$ cat src/rtl/debug_host_pkg.sv
// Shared encodings for the CPU debug-port host: command ops, debug codes, FSM states.
// Debug code values mirror the CPU-side io_control decoder.
package debug_host_pkg;

   localparam int DEBUG_WIDTH = 3;
   localparam int PC_WIDTH    = 32;
   localparam int DATA_WIDTH  = 32;
   localparam int IADDR_WIDTH = 10;
   localparam int RADDR_WIDTH = 5;
   localparam int DADDR_WIDTH = 10;

   localparam int CNT_W = 4;

   localparam logic [2:0] DBG_OP_PCRD  = 3'd0;
   localparam logic [2:0] DBG_OP_ICRD  = 3'd1;
   localparam logic [2:0] DBG_OP_ICWR  = 3'd2;
   localparam logic [2:0] DBG_OP_REGRD = 3'd3;
   localparam logic [2:0] DBG_OP_DCRD  = 3'd4;

   localparam logic [2:0] DEBUG_IDLE  = 3'd0;
   localparam logic [2:0] DEBUG_PCRD  = 3'd1;
   localparam logic [2:0] DEBUG_ICRD  = 3'd2;
   localparam logic [2:0] DEBUG_ICWR  = 3'd3;
   localparam logic [2:0] DEBUG_REGRD = 3'd4;
   localparam logic [2:0] DEBUG_DCRD  = 3'd5;

   typedef enum logic [1:0] {
      S_IDLE  = 2'd0,
      S_DRIVE = 2'd1,
      S_CAPT  = 2'd2,
      S_RESP  = 2'd3
   } state_t;

   function automatic logic op_legal(input logic [2:0] op);
      return (op <= DBG_OP_DCRD);
   endfunction

   function automatic logic [2:0] op_to_debug(input logic [2:0] op);
      logic [2:0] code;
      code = DEBUG_IDLE;
      case (op)
         DBG_OP_PCRD:  code = DEBUG_PCRD;
         DBG_OP_ICRD:  code = DEBUG_ICRD;
         DBG_OP_ICWR:  code = DEBUG_ICWR;
         DBG_OP_REGRD: code = DEBUG_REGRD;
         DBG_OP_DCRD:  code = DEBUG_DCRD;
         default:      code = DEBUG_IDLE;
      endcase
      return code;
   endfunction

endpackage

$ cat src/rtl/debug_host.sv
// Host-side sequencer for the CPU debug port: one command in, one response out.
// Holds each debug code long enough for the CPU-side rdata register to settle, then captures it.
module debug_host
   import debug_host_pkg::*;
#(
   parameter int DEBUG_W = 3,
   parameter int DATA_W  = 32,
   parameter int IADDR_W = 10,
   parameter int RADDR_W = 5,
   parameter int DADDR_W = 10,
   parameter int RD_LAT  = 3,
   parameter int WR_LAT  = 2
) (
   input  logic               clk,
   input  logic               rst,
   input  logic               cmd_valid,
   output logic               cmd_ready,
   input  logic [2:0]         cmd_op,
   input  logic [IADDR_W-1:0] cmd_addr,
   input  logic [DATA_W-1:0]  cmd_wdata,
   output logic               rsp_valid,
   input  logic               rsp_ready,
   output logic [DATA_W-1:0]  rsp_data,
   output logic               rsp_err,
   output logic [DEBUG_W-1:0] debug,
   output logic [IADDR_W-1:0] icache_addr,
   output logic [DATA_W-1:0]  icache_wdata,
   output logic [RADDR_W-1:0] reg_raddr,
   output logic [DADDR_W-1:0] dcache_raddr,
   input  logic [DATA_W-1:0]  pc_i,
   input  logic [DATA_W-1:0]  icache_rdata_i,
   input  logic [DATA_W-1:0]  reg_rdata_i,
   input  logic [DATA_W-1:0]  dcache_rdata_i
);

   state_t           r_state;
   state_t           w_next;
   logic [CNT_W-1:0] r_cnt;
   logic [2:0]       r_op;
   logic             w_accept;
   logic             w_legal;
   logic             w_drive_done;

   assign cmd_ready    = (r_state == S_IDLE);
   assign rsp_valid    = (r_state == S_RESP);
   assign w_accept     = cmd_valid && cmd_ready;
   assign w_legal      = op_legal(cmd_op);
   assign w_drive_done = (r_op == DBG_OP_ICWR) ? (r_cnt == CNT_W'(WR_LAT - 1))
                                               : (r_cnt == CNT_W'(RD_LAT - 1));

   always_ff @(posedge clk or posedge rst) begin
      if (rst) r_state <= S_IDLE;
      else     r_state <= w_next;
   end

   always_comb begin
      w_next = r_state;
      case (r_state)
         S_IDLE:  if (w_accept) w_next = w_legal ? S_DRIVE : S_RESP;
         S_DRIVE: if (w_drive_done) w_next = S_CAPT;
         S_CAPT:  w_next = S_RESP;
         S_RESP:  if (rsp_ready) w_next = S_IDLE;
         default: w_next = S_IDLE;
      endcase
   end

   // Address outputs are written only on accept so they stay driven after completion.
   always_ff @(posedge clk or posedge rst) begin
      if (rst) begin
         r_cnt        <= '0;
         r_op         <= DBG_OP_PCRD;
         debug        <= DEBUG_W'(DEBUG_IDLE);
         icache_addr  <= '0;
         icache_wdata <= '0;
         reg_raddr    <= '0;
         dcache_raddr <= '0;
         rsp_data     <= '0;
         rsp_err      <= 1'b0;
      end else begin
         case (r_state)
            S_IDLE: begin
               if (w_accept) begin
                  r_op  <= cmd_op;
                  r_cnt <= '0;
                  if (w_legal) begin
                     debug <= DEBUG_W'(op_to_debug(cmd_op));
                     case (cmd_op)
                        DBG_OP_ICRD:  icache_addr <= cmd_addr;
                        DBG_OP_ICWR: begin
                           icache_addr  <= cmd_addr;
                           icache_wdata <= cmd_wdata;
                        end
                        DBG_OP_REGRD: reg_raddr    <= cmd_addr[RADDR_W-1:0];
                        DBG_OP_DCRD:  dcache_raddr <= DADDR_W'(cmd_addr);
                        default: ;
                     endcase
                  end else begin
                     rsp_data <= '0;
                     rsp_err  <= 1'b1;
                  end
               end
            end
            S_DRIVE: begin
               r_cnt <= r_cnt + CNT_W'(1);
               if (w_drive_done) debug <= DEBUG_W'(DEBUG_IDLE);
            end
            S_CAPT: begin
               case (r_op)
                  DBG_OP_PCRD:  rsp_data <= pc_i;
                  DBG_OP_ICRD:  rsp_data <= icache_rdata_i;
                  DBG_OP_REGRD: rsp_data <= reg_rdata_i;
                  DBG_OP_DCRD:  rsp_data <= dcache_rdata_i;
                  default:      rsp_data <= '0;
               endcase
            end
            S_RESP: begin
               if (rsp_ready) rsp_err <= 1'b0;
            end
            default: ;
         endcase
      end
   end

endmodule

$ cat config.mk
export PLATFORM = sky130hd
export DESIGN_NAME = debug_host
export DESIGN_NICKNAME = d
export VERILOG_FILES = /design/src/rtl/debug_host_pkg.sv /design/src/rtl/debug_host.sv
export SDC_FILE = /design/constraint.sdc
export NUM_CORES = 1
export LEC_CHECK = 0
export ABC_AREA = 0
export ABC_CLOCK_PERIOD_IN_PS = 3450
export BUFFER_PORTS_ARGS = -buffer_cell sky130_fd_sc_hd__buf_2
export CAP_MARGIN = 20
export CORE_MARGIN = 1.5
export CORE_UTILIZATION = 45
export DETAILED_ROUTE_END_ITERATION = 7
export HOLD_SLACK_MARGIN = 0.05
export PLACE_DENSITY = 0.79
export SLEW_MARGIN = 20
export SYNTH_ARGS = -nofsm -noshare
export SYNTH_HDL_FRONTEND = slang
export SYNTH_SLANG_ARGS = --single-unit
export TNS_END_PERCENT = 100
$ cat constraint.sdc
create_clock -name clk -period 3.45 [get_ports clk]
set_input_delay 0 -clock clk [delete_from_list [all_inputs] [get_ports clk]]
set_output_delay 0 -clock clk [all_outputs]
set_load 0.05 [all_outputs]
==> impl_metrics.yaml <==
route:
  drt_iter0_drc: 312
  wl_per_cell_um: 19.78
  dr.pass1.iters: 5
  vias_per_cell: 5.446
  vias: 4967
  drc: 0
  drt_wl_total_um: 18040
  ant_nets: 0
setup_path:
  r2r_cells: 5
  cp-start-kind: "flop"
  crit_required_ns: 3.76
  cp.arrival_ns: 3.10
  worst-setup-path-type: "reg -> reg"
  endpoint_kind: "flop"
  path_max_fanout: 25
power_and_ir_drop:
  pwr_density_cell_nw_per_um2: 997.6
  vdd_drop_max_mv: 0.9106
  power_frac_comb_pct: 60.9
  total_power_mw: 7.459
  pwr-share-clk_pct: 10.3
  p_seq_share_pct: 28.8
  leakage_nw: 3.812
  swShare_pct: 53.63
  net-switching-power_mw: 4.000
  internal-power_mw: 3.459
global_route:
  antenna_found_initial: 3
  grt_usage_pct: 30.23
  grt_pass1_wl_um: 26690
  gr-total-overflow: 0
  grt_pass1_vias: 5330
  grt_max_degree: 77
timing:
  hold_viol: 0
  maxSlewViolCount: 0
  finClkSkew_ns: 0.02158
  fin_crit_ns: 2.797
  timing.final.crit_share_pct: 81.07
  timing.hold.ws_ns: 0.05918
  clock.fmax_mhz: 357.5
  setup_tns_ns: 0
  setup_slack_ns: 0.6532
  rsz0062_at_grt: "false"
  tightest_slew_ns: 0.9181
  max_slew_margin_pct: 38.79
  setup_viol: 0
clock_network:
  ctsResizeCount: 0
  clkSinkCount: 102
  cts_setup_buffers: 0
  htree_levels: 3
  clockBufferDepth: 2
  clkTransAtPathRegs_ns: 0.12
  cts_buffers: 9
  cts_tree: "built"
  clkLatencyLatePin_ns: 0.38
  cts_root_buf: "clkbuf_8"
  cts-hold-fix-buffers: 82
floorplanning:
  core_um2: 10840
  die-area_um2: 11780
  die_w_um: 108.5
  die_h_um: 108.5
  num_rows: 38
  boundaryPins: 272
  start_util_pct: 46.24
cells_and_area:
  nets: 947
  area_growth_pct: 49.18
  fill_cells: 781
  drive_above_1_share_pct: 49.67
  stdcell_count: 912
synth:
  syn_area_um2: 5012
  synth_fp_nets: 609
  synth-seq-cells: 102
  ys_seq_area_share_pct: 50.92
  synth.avg_cell_area_um2: 11.77
  synth_warnings: 0
  synthesis.instances: 426
  synth_cell_types: 43
job:
  cap_violations: 0
placed_design:
  gp_congestion: 0.9212
  io_buffer_count: 271
  pre_cts_ws_ns: 0.9088
  dp_hpwl_um: 11870
  placed_cells: 811
outcome:
  status: "finished, final reports clean"
min_path:
  min_path_cells: 4
  hold_path_class: "in -> reg"
==> cell families (layout without fill, tap and decap cells) <==
group	Yosys count	count (layout)	synth area share, %
muxes	91	91	20.42
buffers and inverters	44	387	4.069
DFF	102	102	50.92
xor gates and xnor gates	1	1	0.1748
adders and majority gates	6	6	1.498
other	0	3	0
and+or+nand+nor	59	59	5.443
AOI/OAI and AO/OA	123	123	17.47
==> registers in the layout, indices dropped and copies added (netlist names), 2 cells and up <==
| name | flops |
|---|---|
| dcache_raddr | 10 |
| debug | 3 |
| icache_addr | 10 |
| icache_wdata | 32 |
| r_cnt | 4 |
| r_op | 3 |
| r_state | 2 |
| reg_raddr | 5 |
| rsp_data | 32 |
==> cell type report <==
type / count / area [um2] / share of cell area (%)
inverter: 10 / 40.04 / 0.5355
timing repair buffer: 361 / 2237 / 29.92
multi-input combinational: 280 / 2262 / 30.25
antenna: 3 / 7.507 / 0.1004
clock inverter: 7 / 78.83 / 1.054
clock buffer: 9 / 123.9 / 1.657
sequential: 102 / 2552 / 34.14
tap: 140 / 175.2 / 2.343
==> power groups by stage <==
stage / logic (mW) / clock network [mW] / registers, mW
final: 4.54 / 0.772 / 2.15
after global routing: 4.77 / 0.827 / 2.20
after CTS: 4.49 / 0.770 / 2.11
after detailed placement: 4.32 / 0 / 2.13
after global placement: 4.23 / 0 / 2.10
after floorplan: 1.64 / 0 / 3.74
==> placed cells by master (no fill, tap or decap), drive strengths merged, types with 6 or more instances in the layout <==
cell / synthesis / routed
clkbuf: 15 / 9
inv: 10 / 13
nand2: 36 / 36
a22oi: 38 / 38
a22o: 9 / 9
ha: 6 / 6
dfrtp: 102 / 102
nor2: 6 / 6
o21ai: 32 / 32
o22ai: 7 / 7
a2bb2oi: 25 / 25
dlygate4sd3: 0 / 82
buf: 19 / 279
mux2: 87 / 87
==> synthesized netlist by cell type (all sizes together) <==
| cell | number | area share (%) |
|---|---|---|
| dfrtp | 102 | 51 |
| mux2 | 87 | 20 |
| a22oi | 38 | 5.7 |
| nand2 | 36 | 2.7 |
| o21ai | 32 | 3.2 |
| a2bb2oi | 25 | 4.4 |
| buf | 19 | 2.2 |
| clkbuf | 15 | 1.1 |
| inv | 10 | 0.75 |
| a22o | 9 | 1.6 |
| o22ai | 7 | 0.87 |
| ha | 6 | 1.5 |
| nor2 | 6 | 0.50 |
| a21oi | 4 | 0.40 |
| mux2i | 4 | 0.80 |
| nor2b | 3 | 0.37 |
| and2 | 2 | 0.25 |
| nand3 | 2 | 0.20 |
| nor3 | 2 | 0.30 |
| nor4b | 2 | 0.35 |
| a2111oi | 1 | 0.17 |
| a211oi | 1 | 0.15 |
| a21o | 1 | 0.15 |
| a31oi | 1 | 0.12 |
| a32o | 1 | 0.20 |
| and3 | 1 | 0.12 |
| nand2b | 1 | 0.12 |
| nand4 | 1 | 0.12 |
| nor3b | 1 | 0.15 |
| o211ai | 1 | 0.25 |
| o21bai | 1 | 0.15 |
| o32ai | 1 | 0.17 |
| or2 | 1 | 0.12 |
| or3 | 1 | 0.12 |
| xnor2 | 1 | 0.17 |
==> path summary, 6_finish.rpt <==
path	startpoint	to	slack, ns
worst max register to register	r_op[2]$_DFFE_PP0P_	rsp_data[13]$_DFFE_PP0P_	0.65
min in group asynchronous	rst	icache_wdata[13]$_DFFE_PP0P_	0.38
worst min-delay path	pc_i[1]	rsp_data[1]$_DFFE_PP0P_	0.06
max in group asynchronous	rst	icache_wdata[6]$_DFFE_PP0P_	2.13
worst min register to register	rsp_data[7]$_DFFE_PP0P_	rsp_data[7]$_DFFE_PP0P_	0.50
worst max-delay path	r_op[2]$_DFFE_PP0P_	rsp_data[13]$_DFFE_PP0P_	0.65
==> routing by layer <==
layer | GRT usage, % | up-vias | wire (um)
met2 | 55.39 | 280 | 9294
met4 | 13.91 | 0 | 634
li1 | - | 2242 | -
met1 | 32.86 | 2392 | 6741
met3 | 6.992 | 53 | 1369
met5 | 0 | - | 0
==> through the flow <==
stage	util, %	cell area [um2]
2_1_floorplan	-	5012
3_3_place_gp	59.46	6446
3_5_place_dp	59.46	6446
4_1_cts	68.91	7470
5_1_grt	68.98	7477
6_report	68.98	7477
==> critical path, cell delays in order, from the launching register on <==
cell	delay, ns
dfrtp_1	0.68
buf_4	0.36
and2_1	0.77
a2bb2oi_1	0.19
dlygate4sd3_1	0.62
o21ai_1	0.11
(Power assumes the default switching activity.)
